==> src/rtl/fir_tap_sequencer.sv <==
// Tap sequencer for a shared-MAC stereo FIR: captures per-channel samples,
// arbitrates left/right onto one MAC and walks the taps of the sample RAM and coefficient ROM.
module fir_tap_sequencer #(
   parameter int TAPS    = 32,
   parameter int AW      = 5,
   parameter int RD_LAT  = 1,
   parameter int MAC_LAT = 2,
   parameter int DATA_W  = 24
) (
   input  logic              clk,
   input  logic              rst,
   input  logic [1:0]        din_valid,
   input  logic [DATA_W-1:0] din,
   output logic              smpl_we,
   output logic [AW:0]       smpl_waddr,
   output logic [DATA_W-1:0] smpl_wdata,
   output logic              rd_en,
   output logic [AW:0]       smpl_raddr,
   output logic [AW-1:0]     coef_addr,
   output logic              mac_clr,
   output logic              mac_en,
   output logic [1:0]        dout_valid,
   output logic              busy,
   output logic              ovf
);

   // Cycles spent in FLUSH before the sum is final in the first IDLE cycle.
   localparam int FLUSH_N = RD_LAT + MAC_LAT - 1;

   typedef enum logic [1:0] {IDLE, WRITE, RUN, FLUSH} state_t;

   state_t                   state, state_nxt;
   logic                     ch, ch_nxt;
   logic [AW-1:0]            k, k_nxt;
   logic [7:0]               fcnt, fcnt_nxt;
   logic                     take, done;
   logic [1:0]               clr;

   logic [1:0]               pend;
   logic                     last;
   logic signed [DATA_W-1:0] hold [2];
   logic [AW-1:0]            wptr [2];
   logic [AW-1:0]            base;

   logic                     we_d, rd_d, busy_d;
   logic [AW:0]              waddr_d, raddr_d;
   logic [DATA_W-1:0]        wdata_d;
   logic [AW-1:0]            coef_d;
   logic [1:0]               dv_d;
   logic [RD_LAT-1:0]        mac_en_p, mac_clr_p;

   always_ff @(posedge clk) begin
      if (rst) begin
         state <= IDLE;
         ch    <= 1'b0;
         k     <= '0;
         fcnt  <= '0;
      end else begin
         state <= state_nxt;
         ch    <= ch_nxt;
         k     <= k_nxt;
         fcnt  <= fcnt_nxt;
      end
   end

   // Round-robin pointer only moves when both channels actually contend.
   always_comb begin
      state_nxt = state;
      ch_nxt    = ch;
      k_nxt     = k;
      fcnt_nxt  = fcnt;
      take      = 1'b0;
      done      = 1'b0;
      case (state)
         IDLE: begin
            if (|pend) begin
               state_nxt = WRITE;
               take      = 1'b1;
               ch_nxt    = (&pend) ? ~last : pend[1];
            end
         end
         WRITE: begin
            state_nxt = RUN;
            k_nxt     = '0;
         end
         RUN: begin
            if (k == AW'(TAPS - 1)) begin
               state_nxt = FLUSH;
               fcnt_nxt  = '0;
            end else begin
               k_nxt = k + AW'(1);
            end
         end
         FLUSH: begin
            if (fcnt == 8'(FLUSH_N - 1)) begin
               state_nxt = IDLE;
               done      = 1'b1;
            end else begin
               fcnt_nxt = fcnt + 8'd1;
            end
         end
         default: state_nxt = IDLE;
      endcase
      clr = take ? (ch_nxt ? 2'b10 : 2'b01) : 2'b00;
   end

   always_comb begin
      we_d    = 1'b0;
      waddr_d = '0;
      wdata_d = '0;
      rd_d    = 1'b0;
      raddr_d = '0;
      coef_d  = '0;
      if (take) begin
         we_d    = 1'b1;
         waddr_d = {ch_nxt, wptr[ch_nxt] - AW'(1)};
         wdata_d = hold[ch_nxt];
      end
      if (state_nxt == RUN) begin
         rd_d    = 1'b1;
         raddr_d = {ch_nxt, base + k_nxt};
         coef_d  = k_nxt;
      end
      dv_d   = done ? (ch ? 2'b10 : 2'b01) : 2'b00;
      busy_d = (state_nxt != IDLE);
   end

   // A strobe landing in the pend-clear cycle keeps its sample pending without flagging loss.
   always_ff @(posedge clk) begin
      if (rst) begin
         pend <= 2'b00;
         ovf  <= 1'b0;
         last <= 1'b1;
         base <= '0;
         for (int c = 0; c < 2; c++) begin
            hold[c] <= '0;
            wptr[c] <= '0;
         end
      end else begin
         for (int c = 0; c < 2; c++) begin
            if (din_valid[c]) begin
               hold[c] <= din;
               pend[c] <= 1'b1;
               if (pend[c] && !clr[c])
                  ovf <= 1'b1;
            end else if (clr[c]) begin
               pend[c] <= 1'b0;
            end
         end
         if (take) begin
            base <= wptr[ch_nxt] - AW'(1);
            if (&pend)
               last <= ch_nxt;
         end
         if (state == WRITE)
            wptr[ch] <= base;
      end
   end

   // Output stage p0: registered RAM/ROM controls and status
   always_ff @(posedge clk) begin
      if (rst) begin
         smpl_we    <= 1'b0;
         smpl_waddr <= '0;
         smpl_wdata <= '0;
         rd_en      <= 1'b0;
         smpl_raddr <= '0;
         coef_addr  <= '0;
         dout_valid <= 2'b00;
         busy       <= 1'b0;
      end else begin
         smpl_we    <= we_d;
         smpl_waddr <= waddr_d;
         smpl_wdata <= wdata_d;
         rd_en      <= rd_d;
         smpl_raddr <= raddr_d;
         coef_addr  <= coef_d;
         dout_valid <= dv_d;
         busy       <= busy_d;
      end
   end

   // MAC stage p1..pRD_LAT: align MAC enables with the read data
   always_ff @(posedge clk) begin
      if (rst) begin
         mac_en_p  <= '0;
         mac_clr_p <= '0;
      end else begin
         mac_en_p[0]  <= rd_en;
         mac_clr_p[0] <= rd_en && (coef_addr == '0);
         for (int i = 1; i < RD_LAT; i++) begin
            mac_en_p[i]  <= mac_en_p[i-1];
            mac_clr_p[i] <= mac_clr_p[i-1];
         end
      end
   end

   assign mac_en  = mac_en_p[RD_LAT-1];
   assign mac_clr = mac_clr_p[RD_LAT-1];

endmodule

==> config.mk <==
export PLATFORM = sky130hd
export DESIGN_NAME = fir_tap_sequencer
export DESIGN_NICKNAME = d
export VERILOG_FILES = /design/src/rtl/fir_tap_sequencer.sv
export SDC_FILE = /design/constraint.sdc
export NUM_CORES = 1
export LEC_CHECK = 0
export CORE_MARGIN = 4
export CORE_UTILIZATION = 53
export DETAILED_ROUTE_END_ITERATION = 8
export PLACE_DENSITY = 0.88
export SYNTH_ARGS = -nofsm -noshare
export SYNTH_HDL_FRONTEND = slang
export SYNTH_SLANG_ARGS = --single-unit
==> constraint.sdc <==
create_clock -name clk -period 6.7 [get_ports clk]
set_input_delay 1.34 -clock clk [delete_from_list [all_inputs] [get_ports clk]]
set_output_delay 1.34 -clock clk [all_outputs]
set_load 0.02 [all_outputs]
=== After elaboration in Yosys (flattened, before gate mapping) ===
Memory sizes are Yosys's and may differ from the RTL's. A register that Yosys moved wholly into a read port is not among the register bits.
Index checks and enable logic that the tools add are counted.
Widths: inputs -> output; s select.

* Output and inout bits: 49
* RAM bits: 58
* Bits in registers: 49
* Input bits: 28
* Logic and storage cells: 102
* Memories kept: 2

* Mux-type cells: 45
* Equality and inequality tests: 8
* Bitwise logic cells: 6
* $add $sub $neg: 4
* Reductions and logical operators: 19

{| class="wikitable"
|+ Memories
! name !! words !! width !! read ports !! clocked after Yosys merged registers in !! wr ports !! RTL line !! source
|-
| hold || 2 || 24 || 1 || 1 || 2 || 41 || <nowiki>logic signed [DATA_W-1:0] hold [2];</nowiki>
|-
| wptr || 2 || 5 || 1 || 0 || 2 || 42 || <nowiki>logic [AW-1:0] wptr [2];</nowiki>
|}

{| class="wikitable"
|+ Operators with widths
! operator !! count
|-
| $mux 24 || 2
|-
| $mux 1 || 30
|-
| $mux 8 || 2
|-
| $pmux 8 s2 || 1
|-
| $mux 2 || 6
|-
| $mux 5 || 2
|-
| $pmux 5 s2 || 1
|-
| $add 8x1->8 const B || 1
|-
| $eq 8x1->1 const B || 1
|-
| $pmux 2 s4 || 1
|-
| $reduce_bool 2->1 || 4
|-
| $reduce_or 2->1 || 4
|-
| $eq 2x2->1 const B || 3
|-
| $reduce_and 3->1 || 2
|-
| $add 5x1->5 const B || 1
|-
| $add 5x5->5 || 1
|-
| $eq 5x5->1 const B || 1
|-
| $logic_not 5->1 || 1
|-
| $reduce_or 5->1 || 1
|-
| $sub 5x1->5 const B || 1
|-
| $ne 2x2->1 const B || 2
|-
| $not 1->1 || 4
|-
| $logic_and 1x1->1 || 3
|-
| $eq 2x1->1 const B || 1
|-
| 4 further kinds || 6
|}

=== Longest topological paths before layout ===
* Depth in word-level cells: 12
* Gate-level depth with buffers: 13
* Gate-level depth less buffers: 12

=== Worst setup path after synthesis ===
No wires, ideal clock.

* Path type: input-to-reg
* Start point: in rst
* End point: mem hold[0][0], enable pin
* Path buffers: 2
* Library setup time: 0.358 ns
* Required time: 6.342 ns
* Arrival time: 2.258 ns
* Cell stages on the path: 3
* Setup slack: 4.084 ns
* Cell sequence: clkbuf_1 clkbuf_1 or2_2

{| class="wikitable"
|+ RTL lines
! element !! RTL line !! source
|-
| start: declaration || 11 || <nowiki>input logic rst,</nowiki>
|-
| end: declaration || 41 ||
|}

=== Worst setup path after layout ===
* Start point: reg state[0]
* End point: reg smpl_raddr[4]

* Elaborated cells on any way between the ends: 13
* Classes of those cells: add/sub (1); eq/ne (4); mux (5); bitwise (1); reduce/logical (2)

{| class="wikitable"
|+ RTL lines
! element !! RTL line !! source
|-
| start: declaration || 32 || <nowiki>state_t state, state_nxt;</nowiki>
|-
| start signal: assignment || 59 || <nowiki>state <= state_nxt;</nowiki>
|-
| $eq 2x2->1 or $eq 2x1->1 (tied branches) || 74 || <nowiki>case (state)</nowiki>
|-
| $pmux 5 s2 (*) || 74 ||
|-
| net k_nxt[0] || 34 || <nowiki>logic [AW-1:0] k, k_nxt;</nowiki>
|-
| $add 5x5->5 (*) || 121 || <nowiki>raddr_d = {ch_nxt, base + k_nxt};</nowiki>
|-
| end signal: assignment || 176 || <nowiki>smpl_raddr <= raddr_d;</nowiki>
|-
| end: declaration || 18 || <nowiki>output logic [AW:0] smpl_raddr,</nowiki>
|}

Mark *: on every way through the listed nets, which the timed path passes. The rest lies on a longest branch.
A chain may end at the register's enable or synchronous reset.

==> results.md <==
- GRT Resource Usage Total: between 20% and 30%
- Worst hold-check path type: reg -> reg
- Final weighted congestion in routability-driven placement: just over 0.8
- Setup slack after placement: approximately 3400 ps
- CTS Root Cell: clkbuf_8
- Endpoint type of the worst setup path: flip-flop
- Post-layout nets: about 580
- Number of hold-repair buffers added at the cts stage: 0
- Post-route fraction of the period consumed by the critical path: ~47%
- Sequential cell area fraction in the yosys report: 62.7%
- Diode insertion count for antenna repair: 0
- Fill cell total of the finished layout: between 600 and 700
- Placed Cells: 642
- Core Rows: 35
- Final worst hold slack: 498 ps
- Vias in the first global route: a little under 4k
- DR DRC count: 0
- Clock-pin slew on the worst setup and hold paths: roughly 60 ps
- Slew Viols, Final: 0
- Num Clock Sinks: 131
- Distinct cell type count of the synthesized netlist: 53
- Count of TritonRoute iterations in the first routing pass: 5
- Depth of the CTS H-tree: 4
- Most common cell after layout, fill and taps aside: clkdlybuf4s50_1
- FF-to-FF path depth: 12
- Maximum fanout along the worst path: 12
- Headroom to the max-slew limit: 39.9%
- Multi-input gate area in the final layout: around 1800 µm²
- Most frequent cells in the layout: clkdlybuf4s50_1, dfxtp_1, nand2_1, edfxtp_1, a21oi_1
- Number of buffers inserted by port buffering: 76
- Height of the die: roughly 110 µm
- Final cell count without fillers: 674
- I/O pin count: just under 80
- Utilization after layout: a little over two thirds
- Routed Wire Length: 11500 µm
- Critical Setup Path Class: reg -> reg
- Iteration-0 DRC Markers: about 250
- Post-route minimum period: between 3000 and 4000 ps
- Leading area contributor after synthesis: edfxtp_1
- Syn_area_per_cell: around 11 µm²
- Final setup TNS: 0 ps
- Area delta synth->final: 28.3%
- Post-route worst setup slack: approximately 3600 ps
- Initial antenna violation count: 0
- Peak supply drop: around 0.17 mV
- Final Instance Area: ~6600 µm²
- Die span in x: roughly 110 µm
- Setup violators final: 0
- Max-cap check violation count: 0
- Die area: 11300 µm²
- Maximum clock frequency: 318 MHz
- Critical Path Source Type: flip-flop
- Mapped cell area: 5110 µm²
- Arrival time at the worst endpoint: about 3600 ps
- Post-cts gate resize count: 0
- Syn Nets: about 490
- Buffers inserted during post-CTS setup optimization: 0
- Cells after Synth: roughly 450
- Via count: around 3.7k
- Number of cells on the worst hold path: 1
- Leakage power of the design: around 2.6 nW
- Req. time, crit path: approximately 7000 ps
- Detailed Place HPWL: ~7200 µm
- Outcome: completed
- Share of async-settable or async-resettable flops after synthesis: 0%
- Worst skew pair latency: 520 ps
- Setup repair after global routing missed its margin: false
- Core Area: 9330 µm²
- Post-Route Skew: 7.63 ps
- Synth top area cells: edfxtp_1, dfxtp_1, nand2_1
- Ratio of cells with drive above 1 in the final layout: roughly 8.4%
- Prevailing post-synth register cell: dfxtp_1
- Starting Density: 54.8%
- Yosys warnings: 0
- Seq cells post-synth: 131
- Area occupied by registers: ~3200 µm²
- Mean routed wirelength per cell: 17.1 µm
- TritonCTS clock tree: built
- Total power after layout: roughly 2.0 mW
- Share of the synthesized area in the top cell type: about 34%
- Placed Instance Area: approximately 6000 µm²
- Total CTS buffers: 17
- Cell Pwr Density: roughly 310 nW/µm²
- Count of flip-flops with a built-in enable after synthesis: slightly below 60
- Global-route wire length before repair: ~19000 µm
- Pin count of the biggest net entering global routing: 31
- Total congestion overflow: 0
- Number of endpoints with negative hold slack in the final report: 0
- ANT nets after route: 0
- Maximum count of clock buffers along a single path: 2
- Transition time at the pin with the least slew margin: ~900 ps
- Vias per inst: 5.55
report_power, final:
part	leakage [nW]	switching, mW	internal (mW)	total [mW]
clock	0.283	0.365	0.539	0.904
sequential	1.21	0.0272	0.891	0.918
combinational	1.08	0.124	0.0848	0.208
total	2.58	0.516	1.51	2.03
worst max-delay path, cell delays in order, from the launching register on:
cell and delay [ps]:
dfxtp_1 400, inv_1 130, ha_1 400, inv_1 170
o21ai_0 140, mux2i_1 290, inv_1 90, ha_1 220
fa_1 420, a21o_1 200, a21oi_1 160, xnor3_1 230
nor3_1 190
path summary, 6_finish.rpt:
path,from,end,slack (ps)
worst min-delay path,rd_en,mac_en,500
worst min register to register,rd_en,mac_en,500
worst max register to register,state[0],smpl_raddr[4],3560
worst max-delay path,state[0],smpl_raddr[4],3560
kinds of logic (layout without fill, tap and decap cells):
group                      count (synthesis)  count (layout)  synth area share, %
muxes                                      5               5                 1.05
AOI/OAI and AO/OA                         79              79                 9.87
DFF                                      131             131                 62.7
adders and majority gates                 15              15                 3.82
buffers and inverters                     34             128                 2.91
and+or+nand+nor                          180             180                 18.2
xor gates and xnor gates                   7               7                 1.47
metal layers:
layer / track usage, % / vias up / part of all wire, %
li1: - / 1752 / -
met1: 25.8 / 1793 / 39
met2: 36.6 / 171 / 50
met3: 6.31 / 26 / 8.3
met4: 8.97 / 0 / 2.7
met5: 0 / - / 0
flip-flops by register name (all words and copies together), names as in the netlist:
name and flops:
rd_en 1, ovf 1, smpl_raddr 6, coef_addr 5
smpl_waddr 6, mac_en 1, hold 48, pend 2
smpl_wdata 24, fcnt 8, busy 1, state 2
k 5, dout_valid 2, last 1, wptr 10
mac_clr 1, smpl_we 1, ch 1, base 5
synth_stat cells (all sizes together), types with 7 or more instances:
master / n
o21ai: 7
edfxtp: 58
nor3: 15
ha: 14
nor2: 16
a21oi: 42
nand3: 9
and2: 38
inv: 16
nand2: 66
dfxtp: 73
buf: 11
clkbuf: 7
layout make-up:
cell class | count | share of cell area [%]
Clock buffer | 17 | 6.32
Clock inverter | 15 | 2.54
Inverter | 16 | 0.916
Multi-Input combinational cell | 286 | 26.9
Sequential cell | 131 | 48.9
Tap cell | 129 | 2.46
Timing Repair Buffer | 80 | 12.1
(Power assumes the default switching activity.)
